### src/rtl/uart_sched_pkg.sv
// uart_sched_pkg
//   Shared definitions for the UART TX scheduler: FSM state encoding,
//   default parameter values and the burst-length decode (0 means 16).
package uart_sched_pkg;

  typedef enum logic {
    IDLE = 1'b0,
    XFER = 1'b1
  } sched_state_e;

  localparam int NREQ_DEF = 4;
  localparam int TMO_DEF  = 1024;

  // cfg_burst_max is 4 bits wide, so a zero setting stands for the
  // longest burst rather than an empty one.
  localparam logic [4:0] BURST_ZERO_LEN = 5'd16;

  function automatic logic [4:0] burst_decode(input logic [3:0] cfg);
    return (cfg == 4'd0) ? BURST_ZERO_LEN : {1'b0, cfg};
  endfunction

endpackage

### src/rtl/uart_rr_pick.sv
// uart_rr_pick
//   Combinational round-robin picker. Scans the request vector starting
//   at the requester after last_i and reports the first one asserted.
// Ports
//   req_i    in  NREQ         request vector
//   last_i   in  clog2(NREQ)  previous winner
//   winner_o out clog2(NREQ)  chosen requester (0 when none found)
//   found_o  out 1            at least one request asserted
module uart_rr_pick
  import uart_sched_pkg::*;
#(
  parameter int NREQ = NREQ_DEF
) (
  input  logic [NREQ-1:0]         req_i,
  input  logic [$clog2(NREQ)-1:0] last_i,
  output logic [$clog2(NREQ)-1:0] winner_o,
  output logic                    found_o
);

  localparam int IDW = $clog2(NREQ);

  logic [IDW-1:0] cand;

  // Offsets run 1..NREQ so the previous winner is considered last; it can
  // still win again when it is the only requester.
  always_comb begin
    winner_o = '0;
    found_o  = 1'b0;
    cand     = '0;
    for (int k = 1; k <= NREQ; k++) begin
      cand = IDW'((int'(last_i) + k) % NREQ);
      if (!found_o && req_i[cand]) begin
        winner_o = cand;
        found_o  = 1'b1;
      end
    end
  end

endmodule

### src/rtl/uart_tx_sched.sv
// uart_tx_sched
//   Arbitrates NREQ byte streams onto a single UART TX byte handshake.
//   A round-robin winner owns the TX path until it sends a byte flagged
//   last or reaches the per-grant burst limit. The datapath through the
//   owner is combinational, so the first byte is offered the cycle after
//   the grant is taken.
//
//   Build option: define UART_TX_SCHED_TIMEOUT_EN to add a stall timer that
//   revokes a grant whose owner holds req_valid low for TMO_CYCLES
//   consecutive cycles. Without it timeout_evt is tied low.
//
// Ports
//   app_clk        in  1       clock, rising edge
//   reset_n        in  1       synchronous active-low reset
//   cfg_enable     in  1       allow new grants
//   cfg_burst_max  in  4       bytes per grant, 0 = 16 (latched at grant)
//   req_valid      in  NREQ    per-requester byte valid
//   req_data       in  8*NREQ  per-requester byte, requester i at [8i+7:8i]
//   req_last       in  NREQ    last byte of message
//   req_ready      out NREQ    byte accepted (owner only)
//   tx_valid       out 1       byte offered to TX core
//   tx_data        out 8       byte to TX core
//   tx_ready       in  1       TX core accepts
//   grant_id       out 2       current / most recent owner
//   busy           out 1       grant active
//   timeout_evt    out 1       one-cycle pulse on stall-timeout revocation
//
// state | meaning
// ------+-------------------------------------------------------------
// IDLE  | no owner; arbitrate among valid requesters when enabled
// XFER  | grant_id owns the TX path until last byte, burst limit, timeout
module uart_tx_sched
  import uart_sched_pkg::*;
#(
  parameter int NREQ       = NREQ_DEF,
  parameter int TMO_CYCLES = TMO_DEF
) (
  input  logic              app_clk,
  input  logic              reset_n,
  input  logic              cfg_enable,
  input  logic [3:0]        cfg_burst_max,
  input  logic [NREQ-1:0]   req_valid,
  input  logic [8*NREQ-1:0] req_data,
  input  logic [NREQ-1:0]   req_last,
  output logic [NREQ-1:0]   req_ready,
  output logic              tx_valid,
  output logic [7:0]        tx_data,
  input  logic              tx_ready,
  output logic [1:0]        grant_id,
  output logic              busy,
  output logic              timeout_evt
);

  localparam int IDW = 2;

  // grant_id is a fixed 2-bit port, so only four requesters are supported.
  if (NREQ != 4 || TMO_CYCLES < 1) begin : g_param_check
    $error("uart_tx_sched: NREQ must be 4 and TMO_CYCLES at least 1");
  end

  sched_state_e   state_q, state_d;
  logic [IDW-1:0] grant_q, grant_d;
  logic [IDW-1:0] last_q, last_d;
  logic [4:0]     cnt_q, cnt_d;
  logic [4:0]     lim_q, lim_d;

  logic [IDW-1:0] pick_winner;
  logic           pick_found;
  logic [7:0]     data_arr [NREQ];
  logic           sel_valid;
  logic           sel_last;
  logic [7:0]     sel_data;
  logic           xfer;
  logic           tmo_hit;

  for (genvar g = 0; g < NREQ; g++) begin : g_data_split
    assign data_arr[g] = req_data[8*g +: 8];
  end

  uart_rr_pick #(
    .NREQ (NREQ)
  ) u_pick (
    .req_i    (req_valid),
    .last_i   (last_q),
    .winner_o (pick_winner),
    .found_o  (pick_found)
  );

  assign sel_valid = req_valid[grant_q];
  assign sel_last  = req_last[grant_q];
  assign sel_data  = data_arr[grant_q];

  assign busy     = (state_q == XFER);
  assign grant_id = grant_q;
  assign tx_valid = busy & sel_valid;
  assign tx_data  = busy ? sel_data : 8'h00;
  assign xfer     = tx_valid & tx_ready;

  always_comb begin
    req_ready = '0;
    if (busy) begin
      req_ready[grant_q] = tx_ready;
    end
  end

`ifdef UART_TX_SCHED_TIMEOUT_EN
  localparam int STW = $clog2(TMO_CYCLES + 1);

  logic [STW-1:0] stall_q, stall_d;
  logic           tmo_evt_q;

  // Counts consecutive owner-invalid cycles; the TMO_CYCLES-th such cycle
  // revokes the grant at the following edge.
  always_comb begin
    stall_d = '0;
    tmo_hit = 1'b0;
    if (busy && !sel_valid) begin
      if (stall_q == STW'(TMO_CYCLES - 1)) begin
        tmo_hit = 1'b1;
      end else begin
        stall_d = stall_q + STW'(1);
      end
    end
  end

  always_ff @(posedge app_clk) begin
    if (!reset_n) begin
      stall_q   <= '0;
      tmo_evt_q <= 1'b0;
    end else begin
      stall_q   <= stall_d;
      tmo_evt_q <= tmo_hit;
    end
  end

  assign timeout_evt = tmo_evt_q;
`else
  assign tmo_hit     = 1'b0;
  assign timeout_evt = 1'b0;
`endif

  always_comb begin
    state_d = state_q;
    grant_d = grant_q;
    last_d  = last_q;
    cnt_d   = cnt_q;
    lim_d   = lim_q;
    unique case (state_q)
      IDLE: begin
        if (cfg_enable && pick_found) begin
          state_d = XFER;
          grant_d = pick_winner;
          cnt_d   = '0;
          lim_d   = burst_decode(cfg_burst_max);
        end
      end
      XFER: begin
        if (xfer) begin
          cnt_d = cnt_q + 5'd1;
          // last flag and burst limit on the same byte release only once
          if (sel_last || (cnt_d == lim_q)) begin
            state_d = IDLE;
            last_d  = grant_q;
          end
        end else if (tmo_hit) begin
          state_d = IDLE;
          last_d  = grant_q;
        end
      end
      default: state_d = IDLE;
    endcase
  end

  always_ff @(posedge app_clk) begin
    if (!reset_n) begin
      state_q <= IDLE;
      grant_q <= '0;
      last_q  <= IDW'(NREQ - 1);
      cnt_q   <= '0;
      lim_q   <= BURST_ZERO_LEN;
    end else begin
      state_q <= state_d;
      grant_q <= grant_d;
      last_q  <= last_d;
      cnt_q   <= cnt_d;
      lim_q   <= lim_d;
    end
  end

endmodule

### config.mk
export PLATFORM = sky130hd
export DESIGN_NAME = uart_tx_sched
export DESIGN_NICKNAME = d
export VERILOG_FILES = /design/src/rtl/uart_sched_pkg.sv /design/src/rtl/uart_rr_pick.sv /design/src/rtl/uart_tx_sched.sv
export SDC_FILE = /design/constraint.sdc
export NUM_CORES = 1
export LEC_CHECK = 0
export ABC_AREA = 0
export CORE_MARGIN = 10
export CORE_UTILIZATION = 39
export DETAILED_ROUTE_END_ITERATION = 12
export MAX_ROUTING_LAYER = met4
export PLACE_DENSITY_LB_ADDON = 0.15
export SLEW_MARGIN = 20
export SYNTH_ARGS = -nofsm -noshare
export SYNTH_HDL_FRONTEND = slang
export SYNTH_SLANG_ARGS = --single-unit
### constraint.sdc
create_clock -name app_clk -period 2 [get_ports app_clk]
set_clock_uncertainty 0.2 [all_clocks]
set_input_delay 0.4 -clock app_clk [delete_from_list [all_inputs] [get_ports app_clk]]
set_output_delay 0.4 -clock app_clk [all_outputs]
set_load 0.01 [all_outputs]
==> results.yml, run 1 <==
setup_path:
  r2r_slack_ns: 0.03
  crit_path_start: "grant_id[0]$_SDFFE_PN0P_"
  endpoint: "tx_data[4]"
  r2r_end: "cnt_q[3]$_SDFFE_PN0P_"
  timing.rr.start: "grant_id[0]$_SDFFE_PN0P_"
  cp-start-kind: "flip-flop"
  end_kind: "output port"
  worstSetupPathType: "flip-flop to output port"
  cp.arrival_ns: 1.57
  r2r_cells: 9
  critPathMaxFanout: 6
  cp.required_ns: 1.40
global_routing:
  met2_usage_pct: 25.90
  overflow: 0
  busiest_layer: "met2"
  grt_pass1_wl_um: 6472
  grt_max_degree: 17
  grt_usage_pct: 14.96
  grt_pass1_vias: 1293
  grt_use_met3_pct: 3.417
  antenna_found_initial: 0
  use_met1_pct: 17.17
yosys:
  syn_inst: 128
  synth_edf_count: 0
  avgSynthCellArea_um2: 9.257
  async_flop_share_pct: 0
  yosysUniqueCellTypes: 39
  synth.net_count: 177
  syn_area_um2: 1185
  ys_seq_area_share_pct: 25.34
  ys_ff_latch: 15
  yosysWarningCount: 0
  synth-main-ff-cell: "dfxtp_1"
sta:
  maxSlewViolCount: 0
  setup_viol: 9
  tightest_slew_ns: 0.5158
  min_period_over_period_pct: 108.7
  layout_min_cycle_time_ns: 2.174
  rsz0062_at_grt: "yes"
  max_freq_ghz: 0.4600
  timing_hold_violations_final: 0
  slew_headroom_pct: 65.51
  setup_slack_ns: -0.1739
placement:
  hpwlAfterDp_um: 3416
  io_buffers: 63
  gp_congestion: 0.7830
  dp_cells: 230
clocking:
  cts.clk_slew.worst_paths_ns: 0.08
  h-tree-depth: 1
  insertion_delay_ns: 0.27
  clk_path_buf_depth: 2
  cts_tree: "done"
  cts_buffers: 3
  cts_root_buf: "clkbuf_4"
  clkSinkCount: 15
  cts_hold_buffers: 0
floorplanning:
  die_w_um: 75.12
  ios: 65
  initial_core_util_pct: 41.88
  num_rows: 19
  dieArea_um2: 5643
  die_h_um: 75.12
  core_area_um2: 2829
route:
  wl_per_cell_um: 17.96
  drt_iter0_drc: 40
  drt_wl_total_um: 4311
  ant_nets: 0
  drc: 0
  vias: 1282
  viasPerCell: 5.342
  dr.pass1.iters: 5
min_path:
  hold_class: "flip-flop to flip-flop"
power_and_ir_drop:
  power_uw: 880.8
  powerDensity_nw_per_um2: 425.1
  total_leakage_power_uw: 0.0008522
  peakVddDrop_v: 0.0004399
run:
  max-cap-violations: 0
final_layout:
  area_growth_pct: 74.87
  fin_nets: 259
  drive_gt1_share_pct: 32.06
  stdcell_count: 240
  insertedDiodeCount: 0
run_status:
  status: "complete, but fails checks"
  failed_checks: "negative setup slack"
[synth_stat cells (2+ instances only)]
master,number,area (um2)
dfxtp_1,15,300.3
and2_1,11,68.82
mux4_2,9,202.7
mux2i_1,8,80.08
a21oi_1,6,30.03
nand2_1,6,22.52
nor2_1,6,22.52
o21ai_0,6,30.03
inv_1,5,18.77
nor2b_1,5,31.28
a21boi_1,4,30.03
xnor2_1,4,35.03
buf_2,3,15.01
clkbuf_1,3,11.26
nand3_1,3,15.01
o211ai_1,3,22.52
a211o_1,2,17.52
nand3b_1,2,15.01
nor3_1,2,10.01
nor4_1,2,12.51
o21ai_1,2,10.01
o22ai_1,2,12.51
or3_1,2,12.51
xor2_1,2,17.52
[worst max-delay path, cell delays in order, from the launching register on]
cell     delay, ns
dfxtp_4       0.38
buf_12        0.13
mux4_2        0.50
and2_1        0.15
buf_2         0.14
[repair_timing]
item	4_1_cts	5_1_grt
gates cloned	1	0
pin swaps	8	4
setup endpoints to repair	29	16
resized for setup	70	22
buffers inserted	4	2
[cell families (layout without fill, tap and decap cells)]
kind of cell	after synthesis	after routing	synth area share [%]
compound gates	29	29	15.63
mux	18	18	24.82
flops	15	15	25.34
simple gates	45	45	23.02
fa+ha+maj	1	1	1.056
buf+inv	13	94	5.385
other cells	1	1	0.3165
xor+xnor	6	6	4.435
[metrics by stage]
step           TNS [ns]  setup slack [ns]  instance area, um2  util [%]  hold WS (ns)
2_1_floorplan         0           0.01720                1190         -        0.2619
3_3_place_gp     -11.47           -0.5556                1942     68.64        0.2910
3_5_place_dp     -12.65           -0.5658                1942     68.64        0.2978
4_1_cts          -1.613           -0.2443                2003     70.81        0.3185
5_1_grt          -1.807           -0.2321                2072     73.24        0.3600
6_report         -1.262           -0.1739                2072     73.24        0.3221
[routing by layer]
layer | vias to the layer above | routed length (um) | share of wire (%)
li1 | 628 | - | -
met5 | - | 0 | 0
met3 | 2 | 375 | 8.7
met4 | 0 | 10 | 0.23
met1 | 598 | 1868 | 43
met2 | 54 | 2057 | 48
[flip-flops by register name, summed over array words and instances (netlist names)]
name	cells
lim_q	5
last_q	2
grant_id	2
busy	1
cnt_q	5
[how the worst min path moves through the flow]
stage          slack (ns)             startpoint  cells after the start                    end
5_1_grt              0.36  lim_q[4]$_SDFFE_PN1P_                      2  lim_q[4]$_SDFFE_PN1P_
3_3_place_gp         0.29  cnt_q[4]$_SDFFE_PN0P_                      2  cnt_q[4]$_SDFFE_PN0P_
3_5_place_dp         0.30  lim_q[4]$_SDFFE_PN1P_                      2  lim_q[4]$_SDFFE_PN1P_
6_report             0.32  cnt_q[1]$_SDFFE_PN0P_                      2  cnt_q[1]$_SDFFE_PN0P_
2_1_floorplan        0.26  lim_q[4]$_SDFFE_PN1P_                      2  lim_q[4]$_SDFFE_PN1P_
4_1_cts              0.32  lim_q[4]$_SDFFE_PN1P_                      2  lim_q[4]$_SDFFE_PN1P_
[layout make-up]
| cell class | count | area [um2] |
|---|---|---|
| flip-flops and latches | 15 | 309.0 |
| well taps | 31 | 38.79 |
| clock buffers | 4 | 26.28 |
| repair buffers | 85 | 797.0 |
| inverters | 5 | 18.77 |
| fillers | 221 | 757.0 |
| multi-input cells | 100 | 882.1 |
[where the power goes]
part	switching (uW)	internal, uW	total, uW
Clock	87.1	77.2	164
Sequential	17.2	314	331
Combinational	141	245	385
Total	245	636	881
[placed cells by master, fill, tap and decap left out, types with 5 or more instances in the layout]
cell	instances
nand2_1	6
inv_1	5
clkdlybuf4s50_1	41
buf_2	7
mux4_2	9
dfxtp_1	12
buf_6	7
o21ai_0	5
buf_4	19
nor2_1	6
a21oi_1	5
mux2i_1	8
and2_4	6
nor2b_1	5
dlygate4sd2_1	6
and2_1	5
Note: power is estimated with default switching activity, not from simulation.
==> inputs of run 2 (changes only) <==
Settings changed: ABC_AREA 0 to 1, CORE_UTILIZATION 39 to 36, PLACE_DENSITY set to 0.81, PLACE_DENSITY_LB_ADDON 0.15 to not set.
Clock period 2 ns to 1.9 ns, I/O delays scaled along.
==> run 2 against run 1 <==
  * The run still ends with negative setup slack left
  * Global-route usage up 1.3 points
  * Total power up 36%
  * Sequential power up 11%
  * Largest cell class unchanged
  * Largest power group unchanged
==> results.yml, run 2 <==
power_and_ir_drop:
  comb_power_share_pct: 53.3
  swShare_pct: 37.98
  peakVddDrop_v: 0.0003462
  total_leakage_power_uw: 0.001087
  clockPowerShare_pct: 15.8
  p_switching_uw: 453.4
  internal_power_uw: 740.5
  power_frac_seq_pct: 30.8
  powerDensity_nw_per_um2: 505.1
floorplanning:
  ios: 65
  num_rows: 21
  dieArea_um2: 6196
  initial_core_util_pct: 37.20
  die_h_um: 78.72
  die_w_um: 78.72
  core_area_um2: 3337
yosys:
  avgSynthCellArea_um2: 6.145
  synth_compound_area_share_pct: 23.49
  yosysWarningCount: 0
  muxShareOfSynthArea_pct: 0
  yosysUniqueCellTypes: 29
  syn_inst: 202
  synthTopCellsByArea: "dfxtp_1 (24%), nand2_1 (16%), a22oi_1 (11%)"
  synthXorXnorAreaFrac_pct: 1.411
  synth_top_area_cell: "dfxtp_1"
  synth_most_common_cell: "nand2_1"
  ys_seq_area_share_pct: 24.19
  synth.net_count: 251
  synth-main-ff-cell: "dfxtp_1"
  netlist_top_cells_count: "nand2_1 (53), inv_1 (19), a22oi_1 (18)"
  synth_top_family_by_area: "simple AND/OR/NAND/NOR gates"
  synth_top_area_share_pct: 24.19
  synthAdderAreaFrac_pct: 1.008
  ys_ff_latch: 15
  synth_edf_count: 0
  yosys.area_share.simple_pct: 38.10
  syn_area_um2: 1241
  async_flop_share_pct: 0
global_routing:
  grt_max_degree: 13
  grt_pass1_vias: 1690
  overflow: 0
  grt_usage_pct: 16.29
  grt_pass1_wl_um: 8017
  antenna_found_initial: 0
setup_path:
  worstSetupPathType: "flip-flop to output port"
  endpoint: "tx_valid"
  end_kind: "output port"
  timing.rr.start: "last_q[0]$_SDFFE_PN1P_"
  r2r_slack_ns: 0.09
  crit_path_start: "grant_id[0]$_SDFFE_PN0P_"
  cp.required_ns: 1.32
  critPathMaxFanout: 10
  cp-start-kind: "flip-flop"
  r2r_cells: 11
  r2r_end: "cnt_q[2]$_SDFFE_PN0P_"
  cp.arrival_ns: 1.45
sta:
  maxSlewViolCount: 0
  setup_slack_ns: -0.1273
  max_freq_ghz: 0.4933
  timing_hold_violations_final: 0
  min_period_over_period_pct: 106.7
  rsz0062_at_grt: "yes"
  layout_min_cycle_time_ns: 2.027
  setup_viol: 9
min_path:
  hold_class: "flip-flop to flip-flop"
  min_from: "lim_q[1]$_SDFFE_PN0P_"
final_layout:
  fin_area_um2: 2364
  insertedDiodeCount: 0
  postLayoutCoreUtil_pct: 70.83
  area_growth_pct: 90.42
  final_common_cell: "nand2_1"
  drive_gt1_share_pct: 36.91
  mostFrequentLayoutCells: "nand2_1 (45), clkdlybuf4s50_1 (43), buf_4 (27)"
  fin_nets: 348
  top_regs: "cnt_q x5, lim_q x5"
route:
  drt_iter0_drc: 70
  wl_met2_um: 2625
  wl_met1_um: 2243
  drt_wl_total_um: 5469
  wl_met3_um: 502
  dr.pass1.iters: 4
  drc: 0
  top_layer_used: "met4"
  viasPerCell: 5.154
  vias: 1773
  ant_nets: 0
  wl_per_cell_um: 15.90
clocking:
  cts_root_buf: "clkbuf_4"
  h-tree-depth: 1
  cts_hold_buffers: 0
  clk_path_buf_depth: 2
  cts_buffers: 3
  cts.clk_slew.worst_paths_ns: 0.10
  clkSinkCount: 15
  cts_tree: "done"
  insertion_delay_ns: 0.30
run_status:
  status: "complete, but fails checks"
  failed_checks: "negative setup slack"
placement:
  gp_congestion: 0.8809
  io_buffers: 63
  hpwlAfterDp_um: 3891
  dp_slack_ns: -0.4267
  placed_area_um2: 2102
run:
  max-cap-violations: 0
## run 2: cell count changes in the layout (fill, tap and decap cells not counted), sizes merged, moves of 12 or more
cell   delta
nand3    +14
nor2     +12
inv      +19
a22oi    +17
nand2    +52
## run 2: logic make-up (layout without fill, tap and decap cells)
family	count (synthesis)	count (layout)
AOI/OAI and AO/OA	48	48
adders and majority gates	1	1
other	1	1
xor gates and xnor gates	2	2
and+or+nand+nor	103	104
buffers and inverters	32	127
DFF	15	15
## run 2: layout make-up
cell class              count  area (um2)
multi-input cells         156        1006
flip-flops and latches     15       311.5
repair buffers             95       830.8
clock buffers               3       22.52
clock inverters             1       5.005
fillers                   275       973.4
well taps                  46       57.56
inverters                  28       130.1
## run 2: worst max-delay path: stages, from the launching register on
cell	delay (ns)
dfxtp_4	0.38
inv_2	0.09
nand2_2	0.10
inv_6	0.13
a22oi_2	0.07
nand2_1	0.08
inv_2	0.04
nor2_1	0.10
buf_2	0.16
## run 2: metrics by stage
step           instances  total power [uW]  setup TNS [ns]  hold slack [ns]
2_1_floorplan        202             617.7               0           0.2431
5_1_grt              344              1263          -1.443           0.3051
3_5_place_dp         335             909.9          -8.691           0.2675
3_3_place_gp         335             897.1          -7.817           0.2538
6_report             344              1194         -0.8899           0.2833
4_1_cts              339              1125         -0.8370           0.2822
## run 2: how the worst min path moves through the flow
stage                     cells after the start               endpoint
after floorplan                               2  lim_q[1]$_SDFFE_PN0P_
after global placement                        2  lim_q[1]$_SDFFE_PN0P_
after detailed placement                      2  lim_q[1]$_SDFFE_PN0P_
after CTS                                     2  lim_q[1]$_SDFFE_PN0P_
after global routing                          2  lim_q[1]$_SDFFE_PN0P_
final                                         2  lim_q[1]$_SDFFE_PN0P_
## run 2: power by group through the flow
stage / sequential, uW / clock (uW) / combinational, uW
after floorplan: 371 / 0 / 247
after global placement: 366 / 0 / 531
after detailed placement: 368 / 0 / 542
after CTS: 365 / 194 / 566
after global routing: 372 / 202 / 690
final: 368 / 189 / 637
## run 2: routing by layer
metal / global-route usage, % / up-vias
met1: 19.64 / 826
met5: - / -
met4: 5.197 / 0
met2: 26.89 / 69
met3: 2.928 / 11
li1: - / 867
## run 2: what timing repair did
item | CTS | global route
pin swaps | 6 | 19
setup endpoints to repair | 25 | 27
gates resized for setup | 84 | 42
gates cloned | 0 | 1
buffers inserted | 0 | 4
==> inputs of run 3 (changes only) <==
Settings changed: PLACE_DENSITY 0.81 to 0.77.
==> run 3 against run 2 <==
  * The flow still finishes with violations (negative setup slack)
  * Sequential share of layout area rose by 0.47 points
  * Non-clock buffer count fell by 2
  * Worst setup slack improved by 0.033 ns
  * Count of clock-buffer cells in the layout rose by 1
  * Routed wire length fell by 3.2%
  * Combinational power fell by 5.2%
  * Clock power barely moved
  * Fmax rose by 1.7%
  * Utilization fell by 1.9 points
  * Sequential power barely moved
  * Critical path depth did not move
==> results.yml, run 3 (synthesis results as in run 2) <==
clocking:
  cts_buffers: 3
  clk_path_buf_depth: 2
  cts_tree: "done"
  clkSinkCount: 15
  insertion_delay_ns: 0.29
  h-tree-depth: 1
  cts.clk_slew.worst_paths_ns: 0.09
  cts_root_buf: "clkbuf_4"
final_layout:
  fin_nets: 346
  drive_gt1_share_pct: 34.80
  mostFrequentLayoutCells: "nand2_1 (49), clkdlybuf4s50_1 (43), buf_4 (25)"
  area_growth_pct: 85.38
  final_common_cell: "nand2_1"
  nFillCells: 290
  top_regs: "cnt_q x5, lim_q x5"
  fin_area_um2: 2301
  insertedDiodeCount: 0
route:
  ant_nets: 0
  drt_wl_total_um: 5293
  vias: 1735
  viasPerCell: 5.073
  drt_iter0_drc: 56
  wl_per_cell_um: 15.48
  drc: 0
  dr.pass1.iters: 4
power_and_ir_drop:
  peakVddDrop_v: 0.0003266
  total_leakage_power_uw: 0.001060
  powerDensity_nw_per_um2: 506.1
sta:
  setup_viol: 9
  maxSlewViolCount: 0
  layout_min_cycle_time_ns: 1.994
  timing_hold_violations_final: 0
  max_freq_ghz: 0.5015
  setup_slack_ns: -0.09409
  rsz0062_at_grt: "yes"
  hold_slack_ns: 0.2816
  min_period_over_period_pct: 105.0
global_routing:
  grt_usage_pct: 16.23
  grt_max_degree: 12
  busiest_layer: "met2"
  use_met1_pct: 19.92
  met2_usage_pct: 26.56
  overflow: 0
  grt_pass1_vias: 1694
  grt_use_met3_pct: 3.153
  grt_pass1_wl_um: 8142
  antenna_found_initial: 0
placement:
  hpwlAfterDp_um: 3869
  io_buffers: 63
  gp_congestion: 0.8907
  dp_slack_ns: -0.3984
  placed_area_um2: 2102
floorplanning:
  initial_core_util_pct: 37.20
  dieArea_um2: 6196
  core_area_um2: 3337
  die_w_um: 78.72
  ios: 65
  die_h_um: 78.72
  num_rows: 21
setup_path:
  critPathMaxFanout: 10
  crit_chain: "inv_4 > nand2_4 > inv_6 > a22oi_1 > nand2_1 > inv_2 > nor2_1 > buf_2"
  cp.required_ns: 1.32
  cp-start-kind: "flip-flop"
  worstSetupPathType: "flip-flop to output port"
  end_kind: "output port"
  max_stage_delay_ns: 0.39
  cpMaxStageDelayCell: "dfxtp_4"
  cp.arrival_ns: 1.41
run:
  max-cap-violations: 0
min_path:
  hold_class: "flip-flop to flip-flop"
run_status:
  status: "complete, but fails checks"
  failed_checks: "negative setup slack"
==> run 3: path summary, 6_finish.rpt <==
path	slack (ns)	endpoint	cells after the start	startpoint
worst max-delay path	-0.09	tx_valid	8	grant_id[1]$_SDFFE_PN0P_
worst min-delay path	0.28	lim_q[1]$_SDFFE_PN0P_	2	lim_q[1]$_SDFFE_PN0P_
worst max register to register	0.14	busy$_SDFF_PN0_	11	grant_id[1]$_SDFFE_PN0P_
worst min register to register	0.28	lim_q[1]$_SDFFE_PN0P_	2	lim_q[1]$_SDFFE_PN0P_
==> run 3: what timing repair did <==
| action | in CTS | in global routing |
|---|---|---|
| buffers inserted | 2 | 0 |
| gates resized for setup | 96 | 22 |
| cloned | 1 | 0 |
| pin swaps | 8 | 4 |
| hold buffers | 0 | 0 |
| endpoints found under the setup margin | 25 | 28 |
==> run 3: final cells by class <==
cell class / instances / area (um2) / share of cell area [%]
Clock buffer: 4 / 26.28 / 1.142
Inverter: 28 / 126.4 / 5.492
Multi-Input combinational cell: 156 / 964.7 / 41.92
Sequential cell: 15 / 314.1 / 13.65
Tap cell: 46 / 57.56 / 2.501
Timing Repair Buffer: 93 / 812.0 / 35.29
==> run 3: layer usage <==
metal  share of wire [%]  vias up
met2                  45       75
met3                  10        7
met4                0.94        0
met1                  43      783
met5                   0        -
li1                    -      870
==> run 3: per-stage QoR <==
stage | setup TNS (ns) | cells | utilization [%] | total power, uW
6_report | -0.5891 | 342 | 68.95 | 1165
5_1_grt | -1.092 | 342 | 68.95 | 1230
3_5_place_dp | -8.615 | 335 | 62.99 | 901.5
2_1_floorplan | 0 | 202 | - | 617.7
4_1_cts | -0.3549 | 342 | 67.98 | 1139
3_3_place_gp | -7.937 | 335 | 62.99 | 895.2
==> run 3: worst max-delay path: cells and delay by family (launching register included) <==
kind            cells  cell delay, ns
flops               1            0.39
buf+inv             4            0.39
simple gates        3            0.26
compound gates      1            0.08
==> run 3: where the power goes <==
part	switching, uW	internal, uW
sequential	31.1	339
combinational	298	306
clock	108	81.8
total	437	727
